[src/rtl/mux2_arb_pkg.sv]
// rtl/mux2_arb_pkg.sv - shared types and constants for the 2:1 mux arbiter
package mux2_arb_pkg;

    typedef enum logic [1:0] {
        ST_IDLE   = 2'd0,
        ST_GRANT0 = 2'd1,
        ST_GRANT1 = 2'd2,
        ST_DEAD   = 2'd3
    } arb_state_e;

    // Hold counter is sized for the largest legal MAX_HOLD so every build shares one width.
    localparam int MAX_HOLD_LIMIT = 255;
    localparam int HOLD_W         = $clog2(MAX_HOLD_LIMIT + 1);
    localparam int DEAD_W         = 2;

    localparam logic [1:0] GNT_RST  = 2'b00;
    localparam logic       SEL_RST  = 1'b0;
    localparam logic       LAST_RST = 1'b1;

    function automatic logic [1:0] onehot2(input logic idx);
        return idx ? 2'b10 : 2'b01;
    endfunction

endpackage

[src/rtl/mux2_arb_hold_cnt.sv]
// rtl/mux2_arb_hold_cnt.sv - saturating grant-length counter with clear and at-limit flag
module mux2_arb_hold_cnt
    import mux2_arb_pkg::*;
#(
    parameter int MAX_HOLD = 8
) (
    input  logic              clk,
    input  logic              rst,
    input  logic              clr_i,
    input  logic              inc_i,
    output logic [HOLD_W-1:0] cnt_o,
    output logic              at_limit_o
);

    localparam logic [HOLD_W-1:0] LIMIT = HOLD_W'(MAX_HOLD);
    localparam logic [HOLD_W-1:0] ONE   = HOLD_W'(1);

    logic [HOLD_W-1:0] cnt_q;
    logic [HOLD_W-1:0] cnt_d;

    // clr together with inc restarts the count at one: a new owner's first cycle.
    always_comb begin
        cnt_d = cnt_q;
        if (clr_i) begin
            cnt_d = inc_i ? ONE : '0;
        end else if (inc_i && (cnt_q != LIMIT)) begin
            cnt_d = cnt_q + ONE;
        end
    end

    always_ff @(posedge clk) begin
        if (rst) begin
            cnt_q <= '0;
        end else begin
            cnt_q <= cnt_d;
        end
    end

    assign cnt_o      = cnt_q;
    assign at_limit_o = (cnt_q == LIMIT);

endmodule

[src/rtl/mux2_arbiter.sv]
// rtl/mux2_arbiter.sv - round-robin owner sequencer with dead gap for a 2:1 mux
// Optional forced release after MAX_HOLD cycles: define MUX2_ARB_HOLD_LIMIT_EN.
module mux2_arbiter
    import mux2_arb_pkg::*;
#(
    parameter int MAX_HOLD    = 8,
    parameter int DEAD_CYCLES = 1
) (
    input  logic       clk,
    input  logic       rst,
    input  logic [1:0] req,
    output logic [1:0] gnt,
    output logic       sel,
    output logic       busy,
    output logic       last
);

    if ((MAX_HOLD < 2) || (MAX_HOLD > MAX_HOLD_LIMIT)) begin : g_bad_max_hold
        $error("mux2_arbiter: MAX_HOLD out of range 2..255");
    end
    if ((DEAD_CYCLES < 0) || (DEAD_CYCLES > 3)) begin : g_bad_dead_cycles
        $error("mux2_arbiter: DEAD_CYCLES out of range 0..3");
    end

    localparam logic [DEAD_W-1:0] DEAD_LAST = DEAD_W'((DEAD_CYCLES > 0) ? (DEAD_CYCLES - 1) : 0);
    localparam logic [DEAD_W-1:0] DEAD_ONE  = DEAD_W'(1);

    arb_state_e        state_q, state_d;
    logic [1:0]        gnt_q, gnt_d;
    logic              sel_q, sel_d;
    logic              busy_q, busy_d;
    logic              last_q, last_d;
    logic [DEAD_W-1:0] dead_cnt_q, dead_cnt_d;
    logic              target_q, target_d;

    logic              cur_owner;
    logic              force_rel;
    logic              grant_en;
    logic              grant_idx;

    assign cur_owner = (state_q == ST_GRANT1);

`ifdef MUX2_ARB_HOLD_LIMIT_EN
    logic              hold_clr;
    logic              hold_inc;
    logic              hold_at_limit;
    logic [HOLD_W-1:0] hold_cnt;

    assign hold_inc = (state_d == ST_GRANT0) || (state_d == ST_GRANT1);
    assign hold_clr = ((state_q == ST_GRANT0) || (state_q == ST_GRANT1)) && (state_d != state_q);

    mux2_arb_hold_cnt #(
        .MAX_HOLD (MAX_HOLD)
    ) u_hold_cnt (
        .clk        (clk),
        .rst        (rst),
        .clr_i      (hold_clr),
        .inc_i      (hold_inc),
        .cnt_o      (hold_cnt),
        .at_limit_o (hold_at_limit)
    );

    // A saturated owner only yields when the other side is actually waiting.
    assign force_rel = hold_at_limit && req[~cur_owner] &&
                       ((state_q == ST_GRANT0) || (state_q == ST_GRANT1));
`else
    assign force_rel = 1'b0;
`endif

    always_comb begin
        state_d    = state_q;
        dead_cnt_d = dead_cnt_q;
        target_d   = target_q;
        grant_en   = 1'b0;
        grant_idx  = sel_q;

        unique case (state_q)
            ST_IDLE: begin
                if (req == 2'b11) begin
                    grant_en  = 1'b1;
                    grant_idx = ~last_q;
                end else if (req != 2'b00) begin
                    grant_en  = 1'b1;
                    grant_idx = req[1];
                end
            end
            ST_GRANT0, ST_GRANT1: begin
                if (!req[cur_owner] || force_rel) begin
                    if (req[~cur_owner]) begin
                        if (DEAD_CYCLES == 0) begin
                            grant_en  = 1'b1;
                            grant_idx = ~cur_owner;
                        end else begin
                            state_d    = ST_DEAD;
                            target_d   = ~cur_owner;
                            dead_cnt_d = '0;
                        end
                    end else begin
                        state_d = ST_IDLE;
                    end
                end
            end
            ST_DEAD: begin
                if (dead_cnt_q == DEAD_LAST) begin
                    // Target gave up during the gap: fall back to the previous owner if still asking.
                    if (req[target_q]) begin
                        grant_en  = 1'b1;
                        grant_idx = target_q;
                    end else if (req[~target_q]) begin
                        grant_en  = 1'b1;
                        grant_idx = ~target_q;
                    end else begin
                        state_d = ST_IDLE;
                    end
                end else begin
                    dead_cnt_d = dead_cnt_q + DEAD_ONE;
                end
            end
            default: state_d = ST_IDLE;
        endcase

        if (grant_en) begin
            state_d = grant_idx ? ST_GRANT1 : ST_GRANT0;
        end

        gnt_d  = 2'b00;
        if ((state_d == ST_GRANT0) || (state_d == ST_GRANT1)) begin
            gnt_d = onehot2(state_d == ST_GRANT1);
        end
        sel_d  = grant_en ? grant_idx : sel_q;
        last_d = grant_en ? grant_idx : last_q;
        busy_d = (state_d != ST_IDLE);
    end

    always_ff @(posedge clk) begin
        if (rst) begin
            state_q    <= ST_IDLE;
            gnt_q      <= GNT_RST;
            sel_q      <= SEL_RST;
            busy_q     <= 1'b0;
            last_q     <= LAST_RST;
            dead_cnt_q <= '0;
            target_q   <= 1'b0;
        end else begin
            state_q    <= state_d;
            gnt_q      <= gnt_d;
            sel_q      <= sel_d;
            busy_q     <= busy_d;
            last_q     <= last_d;
            dead_cnt_q <= dead_cnt_d;
            target_q   <= target_d;
        end
    end

    assign gnt  = gnt_q;
    assign sel  = sel_q;
    assign busy = busy_q;
    assign last = last_q;

endmodule

[config.mk]
export PLATFORM = sky130hd
export DESIGN_NAME = mux2_arbiter
export DESIGN_NICKNAME = d
export VERILOG_FILES = /design/src/rtl/mux2_arb_pkg.sv /design/src/rtl/mux2_arb_hold_cnt.sv /design/src/rtl/mux2_arbiter.sv
export SDC_FILE = /design/constraint.sdc
export NUM_CORES = 1
export LEC_CHECK = 0
export CELL_PAD_IN_SITES_DETAIL_PLACEMENT = 1
export CELL_PAD_IN_SITES_GLOBAL_PLACEMENT = 2
export CORE_MARGIN = 2
export CORE_UTILIZATION = 30
export DETAILED_ROUTE_END_ITERATION = 10
export PLACE_DENSITY_LB_ADDON = 0.1
export SLEW_MARGIN = 10
export SYNTH_ARGS = -nofsm -noshare
export SYNTH_HDL_FRONTEND = slang
export SYNTH_SLANG_ARGS = --single-unit
[constraint.sdc]
create_clock -name clk -period 5.45 [get_ports clk]
set_clock_uncertainty 0.05 [all_clocks]
set_input_delay 0.8175 -clock clk [delete_from_list [all_inputs] [get_ports clk]]
set_output_delay 0.8175 -clock clk [all_outputs]
set_load 0.03 [all_outputs]
==> impl_metrics.yaml <==
global_route:
  overflow: 0
  antenna_found_initial: 0
  track_usage_pct: 14.2
  grt_pass1_vias: 598
  grt_max_degree: 12
  grt_pass1_wl_um: 2710
floorplanning:
  top_level_ports: 9
  dieArea_um2: 2630
  die_w_um: 51.3
  rows: 17
  die_h_um: 51.3
  core_area_um2: 2170
  initial_core_util_pct: 30.9
worst_setup_path:
  path_class: "in -> reg"
  critPathMaxFanout: 10
  cp_slowest_cell: "clkdlybuf4s50_1"
  crit_required_ns: 5.60
  max_stage_delay_ns: 0.66
  endpoint_kind: "register"
  worstPathCellList: "clkdlybuf4s50_1 -> nor2_1 -> or3_1 -> a32oi_1 -> ha_1 -> nor3b_1"
  worstPathBufferInverterCount: 1
  cp-startpoint: "req[0]"
  crit_arrival_ns: 2.82
  worst-r2r-setup-slack_ns: 3.07
  worstSetupStartpointType: "primary input"
  regToRegStartpoint: "state_q[0]$_SDFF_PP0_"
  crit_family: "buffers and inverters"
routing:
  drt_iter0_drc: 4
  drc: 0
  routedWlPerCell_um: 13.4
  wirelength_um: 1550
  vias: 580
  first_pass_iters: 4
  ant_nets: 0
  detail_route.vias_per_cell: 5.00
timing:
  worst_pin_slew_ns: 0.435
  slew_violations: 0
  finalCriticalPeriod_ns: 2.67
  layout_worst_path_cycle_share_pct: 49.0
  setup_slack_ns: 2.78
  finalHoldViolations: 0
  max_freq_ghz: 0.374
  setup_viol: 0
  finalSetupTns_ns: 0
  slew_headroom_pct: 71.0
  rsz0062_at_grt: "false"
pwr:
  powerDensity_nw_per_um2: 562
  netSwitchingPower_uw: 194
  p_int_uw: 258
  seq_power_share_pct: 25.0
  p_clk_share_pct: 15.4
  p_sw_share_pct: 42.8
  combPwrFrac_pct: 59.7
  power.leakage_uw: 0.000326
  vdd_drop_max_mv: 0.225
final_layout:
  nets: 100
  regArea_um2: 200
  multiInputGateArea_um2: 438
  area_growth_pct: 20.0
  drive_gt1_share_pct: 11.4
  fillCellCount: 279
  design_area_um2: 805
  diodes: 0
clock_network:
  ctsLongestPathBuffers: 2
  cts_resized: 0
  cts_tree: "built"
  post_cts_buffers: 0
  hold_buffers: 0
  clk_latency_ns: 0.27
  clk_pin_slew_ns: 0.07
  root_buffer: "clkbuf_4"
  cts.sinks: 10
  htreeDepth: 1
  numCtsBuffers: 3
synth:
  ys_seq_area_share_pct: 29.9
  synth.area.top_cells: "dfxtp_1, ha_1, o21ai_0"
  syn_area_um2: 671
  ys_seq_elements: 10
  synth_top_area_share_pct: 29.9
  yosys_most_used_dff: "dfxtp_1"
  syn_nets: 91
  synth_cells: 80
  syn_avg_cell_area_um2: 8.38
  yosys.area.top_type: "dfxtp_1"
  synth_edf_count: 0
  synth_warnings: 0
  synthArstFlopShare_pct: 0
  synth.distinct_cells: 32
job:
  max_cap_viol_count: 0
placed_design:
  dp_hpwl_um: 1180
  gp_congestion: 0.780
  io_buffers: 8
  place_ws_ns: 2.41
  placed_area_um2: 768
min_path:
  hold_start: "target_q$_SDFFE_PP0P_"
  hold_path_class: "reg -> reg"
run_status:
  status: "finished, final reports clean"
==> sequential cells by signal (all words and copies together) (netlist names) <==
| register | count |
|---|---|
| dead_cnt_q | 2 |
| gnt | 2 |
| state_q | 2 |
| busy | 1 |
| last | 1 |
| sel | 1 |
| target_q | 1 |
==> worst min-delay path, stage by stage (launching register included) <==
cell and delay, ns:
dfxtp_1 0.32, nand2_1 0.06, a21oi_1 0.06
==> synthesized netlist by cell type (2+ instances only) <==
master	n
nand3_1	2
inv_1	4
nor2_1	7
clkbuf_1	2
nand2b_1	2
nor3b_1	3
a21oi_1	5
nand2_1	4
o21ai_0	7
dfxtp_1	10
nor3_1	5
buf_2	2
and2_1	2
ha_1	7
==> layout make-up <==
type / count / area share [%]
multi-input combinational: 62 / 54.4
clock buffer: 4 / 4.51
sequential: 10 / 24.9
tap: 28 / 4.35
timing repair buffer: 8 / 9.95
inverter: 4 / 1.87
==> placed cells by master (no fill, tap or decap), types with 2 or more instances in the layout <==
| cell | Yosys | final |
|---|---|---|
| a21oi_1 | 5 | 5 |
| and2_1 | 2 | 2 |
| clkbuf_4 | 0 | 3 |
| clkdlybuf4s50_1 | 0 | 8 |
| dfxtp_1 | 10 | 10 |
| ha_1 | 7 | 7 |
| inv_1 | 4 | 4 |
| nand2_1 | 4 | 4 |
| nand2b_1 | 2 | 2 |
| nand3_1 | 2 | 2 |
| nor2_1 | 7 | 7 |
| nor3_1 | 5 | 5 |
| nor3b_1 | 3 | 3 |
| o21ai_0 | 7 | 7 |
==> cells by family (layout without fill, tap and decap cells) <==
logic type	after synthesis	in the layout	share of synthesized area [%]
AOI/OAI and AO/OA	20	20	18.8
adders and majority gates	7	7	13.1
buffers and inverters	8	16	4.85
DFF	10	10	29.9
muxes	1	1	1.68
and+or+nand+nor	34	34	31.7
==> metrics by stage <==
stage	hold WS (ns)	cells	util, %	total power [uW]
2_1_floorplan	0.392	80	-	310
3_3_place_gp	0.422	112	35.4	388
4_1_cts	0.432	116	37.1	462
3_5_place_dp	0.420	112	35.4	388
6_report	0.431	116	37.1	452
5_1_grt	0.482	116	37.1	497
==> final timing paths <==
path                            to  cells after the start
min          target_q$_SDFFE_PP0P_                      2
max              gnt[1]$_SDFF_PP0_                      6
max reg2reg      gnt[1]$_SDFF_PP0_                      8
min reg2reg  target_q$_SDFFE_PP0P_                      2
==> per-layer routing <==
layer,track usage [%],vias up,share of wire [%]
met5,0,-,0
met4,7.89,0,2.4
met3,4.39,5,3.3
met2,21.2,9,43
met1,18.0,267,52
li1,-,299,-
==> power groups by stage <==
stage	Clock, uW	Combinational, uW	Sequential [uW]
floorplan	0	166	144
CTS	72.2	276	114
detailed placement	0	272	116
global placement	0	274	114
finish	69.5	270	113
global route	77.0	304	117
(Power assumes the default switching activity.)
